===== src/rtl/mult_shift_add_if.sv =====
// Operand/result bundle between the pipeline controller and the shift-and-add multiplier.
// Handshake: start is taken on any rising edge while busy=0; busy then stays high until the
// product is ready, and done pulses for one cycle when hi/lo carry the new product.
interface mult_shift_add_if #(
  parameter int WIDTH = 32
);
  logic             start;
  logic             is_signed;
  logic [WIDTH-1:0] op_a;
  logic [WIDTH-1:0] op_b;
  logic             busy;
  logic             done;
  logic [WIDTH-1:0] hi;
  logic [WIDTH-1:0] lo;
  logic [1:0]       fsm_state;

  modport master (
    output start, is_signed, op_a, op_b,
    input  busy, done, hi, lo, fsm_state
  );

  modport slave (
    input  start, is_signed, op_a, op_b,
    output busy, done, hi, lo, fsm_state
  );
endinterface


===== src/rtl/mult_shift_add.sv =====
// Multi-cycle shift-and-add multiplier for MULT/MULTU. Operates on operand magnitudes,
// one add-and-shift step per cycle, then applies the sign in a dedicated cycle.
module mult_shift_add #(
  parameter int WIDTH = 32
) (
  input  logic            clk,
  input  logic            rst_n,
  mult_shift_add_if.slave bus
);

  localparam int CW = (WIDTH > 2) ? $clog2(WIDTH) : 1;
  localparam logic [CW-1:0]        LAST  = CW'(WIDTH - 1);
  localparam logic [CW-1:0]        ONE_C = CW'(1);
  localparam logic [WIDTH-1:0]     ONE_W = WIDTH'(1);
  localparam logic [2*WIDTH-1:0]   ONE_P = (2*WIDTH)'(1);

  typedef enum logic [1:0] {IDLE = 2'd0, RUN = 2'd1, SIGN = 2'd2, DONE = 2'd3} state_t;

  state_t           state, state_nxt;
  logic [WIDTH-1:0] mcand, mplier, acc;
  logic [WIDTH-1:0] hi_q, lo_q;
  logic [CW-1:0]    cnt;
  logic             neg;
  logic [WIDTH:0]   sum;
  logic [2*WIDTH-1:0] prod, prod_fix;

  // Magnitude stays WIDTH-bit unsigned, so the most-negative value maps onto itself.
  function automatic logic [WIDTH-1:0] mag(input logic [WIDTH-1:0] x, input logic sgn);
    return (sgn && x[WIDTH-1]) ? (~x + ONE_W) : x;
  endfunction

  always_comb begin
    sum      = {1'b0, acc} + {1'b0, (mplier[0] ? mcand : {WIDTH{1'b0}})};
    prod     = {acc, mplier};
    prod_fix = neg ? (~prod + ONE_P) : prod;
  end

  always_comb begin
    state_nxt = state;
    case (state)
      IDLE:    if (bus.start) state_nxt = RUN;
      RUN:     if (cnt == LAST) state_nxt = SIGN;
      SIGN:    state_nxt = DONE;
      DONE:    state_nxt = bus.start ? RUN : IDLE;
      default: state_nxt = IDLE;
    endcase
  end

  always_ff @(posedge clk or negedge rst_n) begin
    if (!rst_n) begin
      state <= IDLE;
    end else begin
      state <= state_nxt;
    end
  end

  always_ff @(posedge clk or negedge rst_n) begin
    if (!rst_n) begin
      mcand  <= '0;
      mplier <= '0;
      acc    <= '0;
      cnt    <= '0;
      neg    <= 1'b0;
      hi_q   <= '0;
      lo_q   <= '0;
    end else begin
      case (state)
        IDLE, DONE: begin
          if (bus.start) begin
            mcand  <= mag(bus.op_a, bus.is_signed);
            mplier <= mag(bus.op_b, bus.is_signed);
            acc    <= '0;
            cnt    <= '0;
            neg    <= bus.is_signed & (bus.op_a[WIDTH-1] ^ bus.op_b[WIDTH-1]);
          end
        end
        RUN: begin
          // Carry-out of the add lands in acc's MSB; acc's LSB shifts into mplier.
          {acc, mplier} <= {sum, mplier[WIDTH-1:1]};
          cnt           <= cnt + ONE_C;
        end
        SIGN: begin
          hi_q <= prod_fix[2*WIDTH-1:WIDTH];
          lo_q <= prod_fix[WIDTH-1:0];
        end
        default: ;
      endcase
    end
  end

  assign bus.busy      = (state == RUN) || (state == SIGN);
  assign bus.done      = (state == DONE);
  assign bus.hi        = hi_q;
  assign bus.lo        = lo_q;
  assign bus.fsm_state = state;

endmodule

===== src/flat_wrapper.sv =====
// flat-port wrapper written by rule: the top's interface ports become plain ports
module mult_shift_add_flat 
#(
  parameter int WIDTH = 32
)
  (clk, rst_n, bus_start, bus_is_signed, bus_op_a, bus_op_b, bus_busy, bus_done, bus_hi, bus_lo, bus_fsm_state);
  mult_shift_add_if #(.WIDTH(WIDTH)) bus_i ();
  input  logic clk;
  input  logic rst_n;
  input wire logic [$bits(bus_i.start)-1:0] bus_start;
  input wire logic [$bits(bus_i.is_signed)-1:0] bus_is_signed;
  input wire logic [$bits(bus_i.op_a)-1:0] bus_op_a;
  input wire logic [$bits(bus_i.op_b)-1:0] bus_op_b;
  output wire logic [$bits(bus_i.busy)-1:0] bus_busy;
  output wire logic [$bits(bus_i.done)-1:0] bus_done;
  output wire logic [$bits(bus_i.hi)-1:0] bus_hi;
  output wire logic [$bits(bus_i.lo)-1:0] bus_lo;
  output wire logic [$bits(bus_i.fsm_state)-1:0] bus_fsm_state;
  assign bus_i.start = bus_start;
  assign bus_i.is_signed = bus_is_signed;
  assign bus_i.op_a = bus_op_a;
  assign bus_i.op_b = bus_op_b;
  assign bus_busy = bus_i.busy;
  assign bus_done = bus_i.done;
  assign bus_hi = bus_i.hi;
  assign bus_lo = bus_i.lo;
  assign bus_fsm_state = bus_i.fsm_state;
  mult_shift_add #(.WIDTH(WIDTH)) u_core (.clk(clk), .rst_n(rst_n), .bus(bus_i));
endmodule

===== config.mk =====
export PLATFORM = sky130hd
export DESIGN_NAME = mult_shift_add_flat
export DESIGN_NICKNAME = d
export VERILOG_FILES = /design/src/rtl/mult_shift_add_if.sv /design/src/rtl/mult_shift_add.sv /design/src/flat_wrapper.sv
export SDC_FILE = /design/constraint.sdc
export NUM_CORES = 1
export LEC_CHECK = 0
export CORE_UTILIZATION = 61
export CTS_BUF_LIST = sky130_fd_sc_hd__clkbuf_8 sky130_fd_sc_hd__clkbuf_16
export DETAILED_ROUTE_END_ITERATION = 8
export PLACE_DENSITY_LB_ADDON = 0.15
export SETUP_SLACK_MARGIN = 0.02
export SLEW_MARGIN = 10
export SYNTH_ARGS = -nofsm -noshare
export SYNTH_HDL_FRONTEND = slang
export SYNTH_SLANG_ARGS = --single-unit

===== constraint.sdc =====
create_clock -name clk -period 7.8 [get_ports clk]
set_input_delay 0.78 -clock clk [delete_from_list [all_inputs] [get_ports clk]]
set_output_delay 0.78 -clock clk [all_outputs]
set_load 0.02 [all_outputs]

After elaboration in Yosys (flattened, before gate mapping)
Cells that the tools add are included.
Operators by class
  equal/unequal tests: 7
  mux-type cells: 14
  reductions and logical operators: 9
  bitwise logic cells: 5
  $add $sub $neg: 5
Operators with widths (count)
  2-to-1 mux 32 bit: 5
  case mux 32 bit (2 select lines): 2
  adder 32 x 1 -> 32 bit (second input constant): 2
  adder 64 x 1 -> 64 bit (second input constant): 1
  2-to-1 mux 64 bit: 1
  NOT 32 bit: 2
  NOT 64 bit: 1
  adder 32 x 32 -> 33 bit: 1
  case mux 5 bit (2 select lines): 1
  case mux 2 bit (4 select lines): 1
  AND reduction 2 bit: 3
  adder 5 x 1 -> 5 bit (second input constant): 1
  == test 5 bit (second input constant): 1
  2-to-1 mux 5 bit: 1
  == test 2 bit (second input constant): 2
  2-to-1 mux 2 bit: 2
  inequality test 2 bit (second input constant): 2
  == test 2 x 1 -> 1 bit (second input constant): 1
  logical AND 1 bit: 2
  logical NOT 2 bit: 1
  inequality test 2 x 1 -> 1 bit (second input constant): 1
  nonzero test 2 bit: 1
  OR reduction 2 bit: 1
  AND 1 bit: 1
  other kinds (3): 3
Word-level totals
  output and inout bits: 68
  input port bits: 68
  register bits: 168
  word-level logic and storage cells: 48

Depth between registers and ports, before layout
Gate-level depths: netlist of run 1.
  depth in word-level cells: 5
  depth in mapped cells: 14
  gate-level depth less buffers: 12

Least setup slack after synthesis of run 1
Ideal clock, no wire load.
  path type: reg2reg
  start: register u_core.mplier[0]
  end: register u_core.acc[31]
  required time: 7722 ps
  clock period less this slack: 3379 ps
  path buffers: 2
  arrival time: 3301 ps
  library setup time: 78 ps
  cell stages (with the launch flop): 15
  setup slack: 4421 ps
  path through: dfrtp_1 clkbuf_1 clkbuf_1 and2_1 ha_1 inv_1 fa_1 nor2b_1 o2111ai_1 a2111oi_0 nor2_1 o41ai_1 nor4bb_1 o221ai_1 a21oi_1
On the way
  word-level cells in the longest chain between the ends: 3
Ends and longest elaborated chain
  start: declaration: line mult_shift_add.sv:20  | logic [WIDTH-1:0] mcand, mplier, acc;
  start signal: assignment: line mult_shift_add.sv:71  | mplier <= mag(bus.op_b, bus.is_signed);
  start signal: assignment: line mult_shift_add.sv:79  | {acc, mplier} <= {sum, mplier[WIDTH-1:1]};
  2-to-1 mux 32 bit: line mult_shift_add.sv:33  | sum = {1'b0, acc} + {1'b0, (mplier[0] ? mcand : {WIDTH{1'b0}})};
  adder 32 x 32 -> 33 bit: line mult_shift_add.sv:33
  case mux 32 bit (2 select lines): line mult_shift_add.sv:67  | case (state)
  end signal: assignment: line mult_shift_add.sv:79
  end: declaration: line mult_shift_add.sv:20
No other way between the ends.
A chain may end at the register's enable or synchronous reset.

Worst setup path in the final report of run 1
  start: register u_core.state[1] (netlist: u_core.bus.fsm_state[1])
  end: register u_core.acc[30]
On the way
  word-level cells in the longest chain between the ends: 4
  elaborated cells on any way between the ends: 8
  classes of those cells: eq/ne (3); mux (1); reduce/logical (4)
Ends and longest elaborated chain
  start: declaration: line mult_shift_add.sv:19  | state_t state, state_nxt;
  start signal: assignment: line mult_shift_add.sv:53  | state <= state_nxt;
  == test 2 bit or logical NOT 2 bit (tied branches): line mult_shift_add.sv:67
  OR reduction 2 bit: line mult_shift_add.sv:67
  inequality test 2 bit (no line) or nonzero test 2 bit (tied branches)
  AND reduction 2 bit (no line)
Parallel ways exist; a longest one is shown, timed or not.

==> impl_metrics.ini, run 1 <==
[placement]
hpwl_um = 20300
dp.cells = 1578
gp_congestion = 0.905
port_buffers = 135

[yosys]
synth_top_area_frac = 0.388
synth-xor-area-share = 0.119
yosys.area.top_type = dfrtp_1
syn_inst = 1280
synth_nets = 1391
syn_avg_cell_area_um2 = 8.47
seq_area_frac_synth = 0.388
synth_top_family_by_area = compound AO/OA/AOI/OAI gates
synth_edf_count = 0
synthTopCellsByCount = dfrtp_1 (168), a21oi_1 (137), nand2_1 (136)
synthTopCellsByArea = dfrtp_1 (39%), xor2_1 (7.3%), a21oi_1 (6.3%)
yosys_warnings = 0
synth_ff_type = dfrtp_1
yosysMostFrequentCell = dfrtp_1
ys_seq_elements = 168
synth.distinct_cells = 60
syn_area_um2 = 10800
muxShareOfSynthArea = 0.0143
async_flop_share = 1.00
yosys.area_share.simple = 0.196
synth-compound-area-share = 0.200
synthAdderAreaFrac = 0.0503

[clocking]
postCtsSetupRepairBufs = 0
clockRootBuffer = clkbuf_16
cts_resized = 0
tritoncts = built
cts.sinks = 168
clk_latency_ns = 0.44
cts_hold_buf = 0
clockBufferDepth = 2
h-tree-depth = 4
cts-buffers-inserted = 17
clk_pin_slew_ns = 0.07

[floorplanning]
ios = 136
floorplan.initialDensity = 0.625
rows = 48
core_um2 = 17400
die_area_um2 = 18300
die_w_um = 135
die_h_um = 135

[layout]
nets = 1483
fill_cells = 1341
layout-drive-gt1-share = 0.0440
final_cells = 1610
area_growth_pct = 18.8
diodes = 0
seqCellArea_um2 = 4200
multi_input_area_um2 = 6300

[drt]
drt-pass1-iter-count = 5
drt-total-wl_um = 28200
drtIter0Drc = 968
route.met2.wl_um = 13300
drc = 0
highest_layer = met4
ant_nets = 0
vias_per_cell = 6.17
dr_total_vias = 9936
wl_per_cell_um = 17.5
wl_met3_um = 1930
drt-met1-wl_um = 12000

[pwr]
intPower_mw = 2.94
pwr-share-clk = 0.160
power_frac_comb = 0.534
ir_worst_vdd_uv = 269
power_density_nw_per_um2 = 419
swShare = 0.456
sequentialPowerShare = 0.306
power.switching_mw = 2.46
power.leakage_nw = 5.37

[sta]
rsz0062_at_grt = no
skew_ns = 0.00882
clock.fmax_mhz = 276
finalMaxSlewViolations = 0
worst_slew_pin_slew_ns = 1.06
setup-violations-final = 0
fin_setup_tns_ns = 0
finalCritPeriodShare = 0.465
period_needed_ns = 3.63
hold_violations = 0
slew_headroom = 0.292

[critical_path]
required_ns = 8.13
worstPathMaxFanout = 38
end_kind = flip-flop
rr_worst_depth = 10
start_kind = flip-flop
worstPathArrival_ns = 3.96
worstSetupPathType = reg -> reg

[grt]
grt_remaining_overflow = 0
grt_first_pass_wirelength_um = 46200
antenna_found_initial = 0
grt_pass1_vias = 9324
grt_max_degree = 96
grt_util_all_layers = 0.321

[hold_path]
hold_class = in -> async

[status]
status = complete, no violations

[flow_run]
drv_cap = 0
[logic make-up after synthesis]
logic type               Yosys count
XOR/XNOR                         147
multiplexers                      14
AO/OA/AOI/OAI                    373
buffers and inverters             94
AND/OR/NAND/NOR                  441
flip-flops                       168
adder cells (fa/ha/maj)           43
[through the flow]
stage | total power [mW] | cell area (um^2) | hold slack [ns] | setup WS [ns] | utilization
2_1_floorplan | 3.53 | 10800 | 0.442 | 4.42 | -
3_3_place_gp | 4.42 | 12300 | 0.453 | 4.12 | 0.708
3_5_place_dp | 4.50 | 12300 | 0.462 | 3.99 | 0.708
4_1_cts | 5.38 | 12900 | 0.466 | 4.20 | 0.743
5_1_grt | 5.78 | 12900 | 0.497 | 3.88 | 0.743
6_report | 5.40 | 12900 | 0.414 | 4.17 | 0.743
[critical path: stages, from the launching register on]
cell and delay (ns):
dfrtp_1 0.47, inv_1 0.13, ha_1 0.82, nand2_1 0.14, nand2_1 0.11, buf_4 0.36, nand2_1 0.51, buf_4 0.43
o311ai_0 0.35, a41oi_1 0.08, o41ai_1 0.10
[cell type report]
class	instances	area share
flip-flops and latches	168	0.326
inverters	23	0.00670
well taps	225	0.0218
clock buffers	18	0.0341
multi-input cells	1018	0.489
repair buffers	144	0.110
clock inverters	14	0.0123
[worst paths after layout]
| check | startpoint | to | slack [ns] |
|---|---|---|---|
| worst max-delay path | u_core.bus.fsm_state[1] | u_core.acc[30] | 4.17 |
| worst min-delay path | rst_n | u_core.bus.lo[27] | 0.41 |
| worst max register to register | u_core.bus.fsm_state[1] | u_core.acc[30] | 4.17 |
| worst min register to register | u_core.mcand[29] | u_core.mcand[29] | 0.47 |
| max in group asynchronous | rst_n | u_core.mcand[27] | 5.96 |
| min in group clk | u_core.mcand[29] | u_core.mcand[29] | 0.47 |
[power by group through the flow]
stage	combinational (mW)	sequential (mW)	clock, mW
4_1_cts	2.87	1.64	0.867
2_1_floorplan	1.79	1.74	0
3_5_place_dp	2.85	1.65	0
5_1_grt	3.18	1.70	0.900
6_report	2.88	1.65	0.865
3_3_place_gp	2.78	1.64	0
[cell usage in the layout (no fill, tap or decap), types with 5 or more instances in the layout]
cell | synthesis | routed
nor2b_1 | 5 | 5
a31oi_1 | 7 | 7
or4_1 | 15 | 15
o22ai_1 | 26 | 26
xor2_1 | 90 | 90
o21ai_0 | 110 | 110
buf_4 | 0 | 9
and3_1 | 7 | 7
nand4_1 | 14 | 14
nor2_1 | 126 | 126
and2_1 | 39 | 38
dfrtp_1 | 168 | 168
a21o_1 | 11 | 11
nand2b_1 | 7 | 6
nand3_1 | 21 | 21
o41ai_1 | 14 | 14
clkdlybuf4s50_1 | 0 | 134
nand2_1 | 136 | 136
nor3_1 | 24 | 24
a21oi_1 | 137 | 137
mux2_2 | 8 | 8
or3_1 | 21 | 21
nor4_1 | 9 | 9
o31ai_1 | 29 | 29
ha_1 | 42 | 41
mux2i_1 | 5 | 5
xnor2_1 | 57 | 57
inv_1 | 22 | 25
clkbuf_16 | 0 | 17
[registers in the layout, summed over array words and instances (netlist names)]
register,cells
u_core.acc,32
u_core.bus.fsm_state,2
u_core.bus.hi,32
u_core.bus.lo,32
u_core.cnt,5
u_core.mcand,32
u_core.mplier,32
u_core.neg,1
[per-layer routing]
layer,track usage,vias up
met5,0,-
met4,0.146,0
met3,0.0494,85
met2,0.515,483
met1,0.428,4640
li1,-,4728
No activity file was read; power rests on OpenSTA's default activity.
==> run 2: changes to the inputs <==
Settings changed: CORE_UTILIZATION 61 to 51.
Clock period 7.8 ns to 3.3 ns, I/O delays scaled along.
==> impl_metrics.ini, run 2 (same netlist as run 1, synthesis figures left out) <==
[floorplanning]
ios = 136
rows = 52
die_w_um = 148
floorplan.initialDensity = 0.528
die_h_um = 148
core_um2 = 20600
die_area_um2 = 21900

[layout]
diodes = 0
final_cells = 1686
mostFrequentLayoutCell = dfrtp_1
final_core_util = 0.643
area_growth_pct = 21.9
nets = 1514
layout-drive-gt1-share = 0.0699
final_cell_mix = dfrtp_1 (167), a21oi_1 (137), nand2_1 (136)

[critical_path]
worstSetupStartpoint = u_core.mplier[12]
crit_slowest_cell = or4_4
worst-path-stages = 8
worst-path-buf-inv = 0
r2r_start = u_core.mplier[12]
path_cells = or4_4 > and4b_1 > nand2_4 > or4_4 > a21oi_1 > nand2_1 > xor2_1 > mux2_2
worstSetupPathType = reg -> reg
worstPathMaxFanout = 7
required_ns = 3.62
worstReg2RegEnd = u_core.bus.hi[15]
critPathMaxStageDelay_ns = 0.58
worstPathArrival_ns = 3.46
crit_path_end = u_core.bus.hi[15]
end_kind = flip-flop
start_kind = flip-flop
crit_top_cell = or4_4
rr_worst_depth = 8
r2r_slack_ns = 0.15
crit_family = simple AND/OR/NAND/NOR gates

[clocking]
h-tree-depth = 4
clk_latency_ns = 0.43
cts.sinks = 168
clockBufferDepth = 2
clockRootBuffer = clkbuf_16
cts-buffers-inserted = 17
tritoncts = built
clk_pin_slew_ns = 0.06

[sta]
hold_ws_ns = 0.446
skew_ns = 0.00976
setup-violations-final = 0
finalCritPeriodShare = 0.954
worst_slew_pin_slew_ns = 0.818
finalMaxSlewViolations = 0
slew_headroom = 0.454
clock.fmax_mhz = 318
hold_violations = 0
period_needed_ns = 3.15
fin_setup_tns_ns = 0
rsz0062_at_grt = yes

[pwr]
power.leakage_nw = 5.54
total_power_mw = 12.9
ir_worst_vdd_uv = 597
power_density_nw_per_um2 = 973

[placement]
gp_congestion = 0.890
hpwl_um = 21000
port_buffers = 135
dp.cells = 1652

[grt]
antenna_found_initial = 0
grt_remaining_overflow = 0
grt_first_pass_wirelength_um = 47000
grt_max_degree = 72
grt_util_all_layers = 0.271
grt_pass1_vias = 9217

[drt]
drt-total-wl_um = 28700
drt-pass1-iter-count = 7
wl_per_cell_um = 17.0
drtIter0Drc = 763
dr_total_vias = 9741
ant_nets = 0
vias_per_cell = 5.78
drc = 0

[status]
status = complete, no violations

[flow_run]
drv_cap = 0

[hold_path]
hold_class = in -> async
run 2: metal layers:
layer  GRT usage  vias up  wire (um)  share of wire
li1            -     4795          -              -
met1       0.367     4601      13100           0.46
met2       0.450      309      13700           0.48
met3      0.0364       36       1440          0.050
met4      0.0851        0        485          0.017
met5           0        -          0              0
run 2: worst register-to-register path, stage by stage (launching register included):
cell,delay [ns]
dfrtp_1,0.43
or4_4,0.58
and4b_1,0.48
nand2_4,0.10
or4_4,0.50
a21oi_1,0.40
nand2_1,0.12
xor2_1,0.16
mux2_2,0.26
run 2: worst min path at each step:
stage	startpoint	to	slack, ns	cells past startpoint
after floorplan	rst_n	u_core.acc[0]	0.03	0
after global placement	rst_n	u_core.bus.lo[29]	0.34	1
after CTS	rst_n	u_core.bus.lo[28]	0.46	2
after detailed placement	rst_n	u_core.bus.lo[30]	0.34	1
final	rst_n	u_core.bus.lo[30]	0.45	2
after global routing	rst_n	u_core.bus.lo[27]	0.49	2
run 2: stage by stage:
step	instance area, um^2	worst slack (ns)
2_1_floorplan	10900	-0.0204
3_3_place_gp	12600	0.180
3_5_place_dp	12600	0.116
4_1_cts	13200	0.149
5_1_grt	13200	0.0110
6_report	13200	0.153
run 2: power breakdown:
| part | leakage [nW] | total [mW] | internal [mW] | switching [mW] |
|---|---|---|---|---|
| combinational | 3.24 | 6.97 | 2.87 | 4.10 |
| clock | 0.284 | 1.98 | 1.15 | 0.834 |
| sequential | 2.01 | 3.91 | 3.00 | 0.906 |
| total | 5.54 | 12.9 | 7.02 | 5.84 |
run 2: what timing repair did:
| item | CTS | global route |
|---|---|---|
| hold buffers | 1 | 0 |
| setup buffers | 0 | 1 |
| gates resized for setup | 0 | 6 |
| hold endpoints to repair | 57 | 0 |
| endpoints found under the setup margin | 0 | 10 |
run 2: layout make-up:
cell class / instances / area, um^2
multi-input cells: 1018 / 6330
inverters: 23 / 86.3
fillers: 1818 / 7340
clock inverters: 13 / 130
clock buffers: 19 / 453
repair buffers: 175 / 1670
well taps: 270 / 338
flip-flops and latches: 168 / 4210
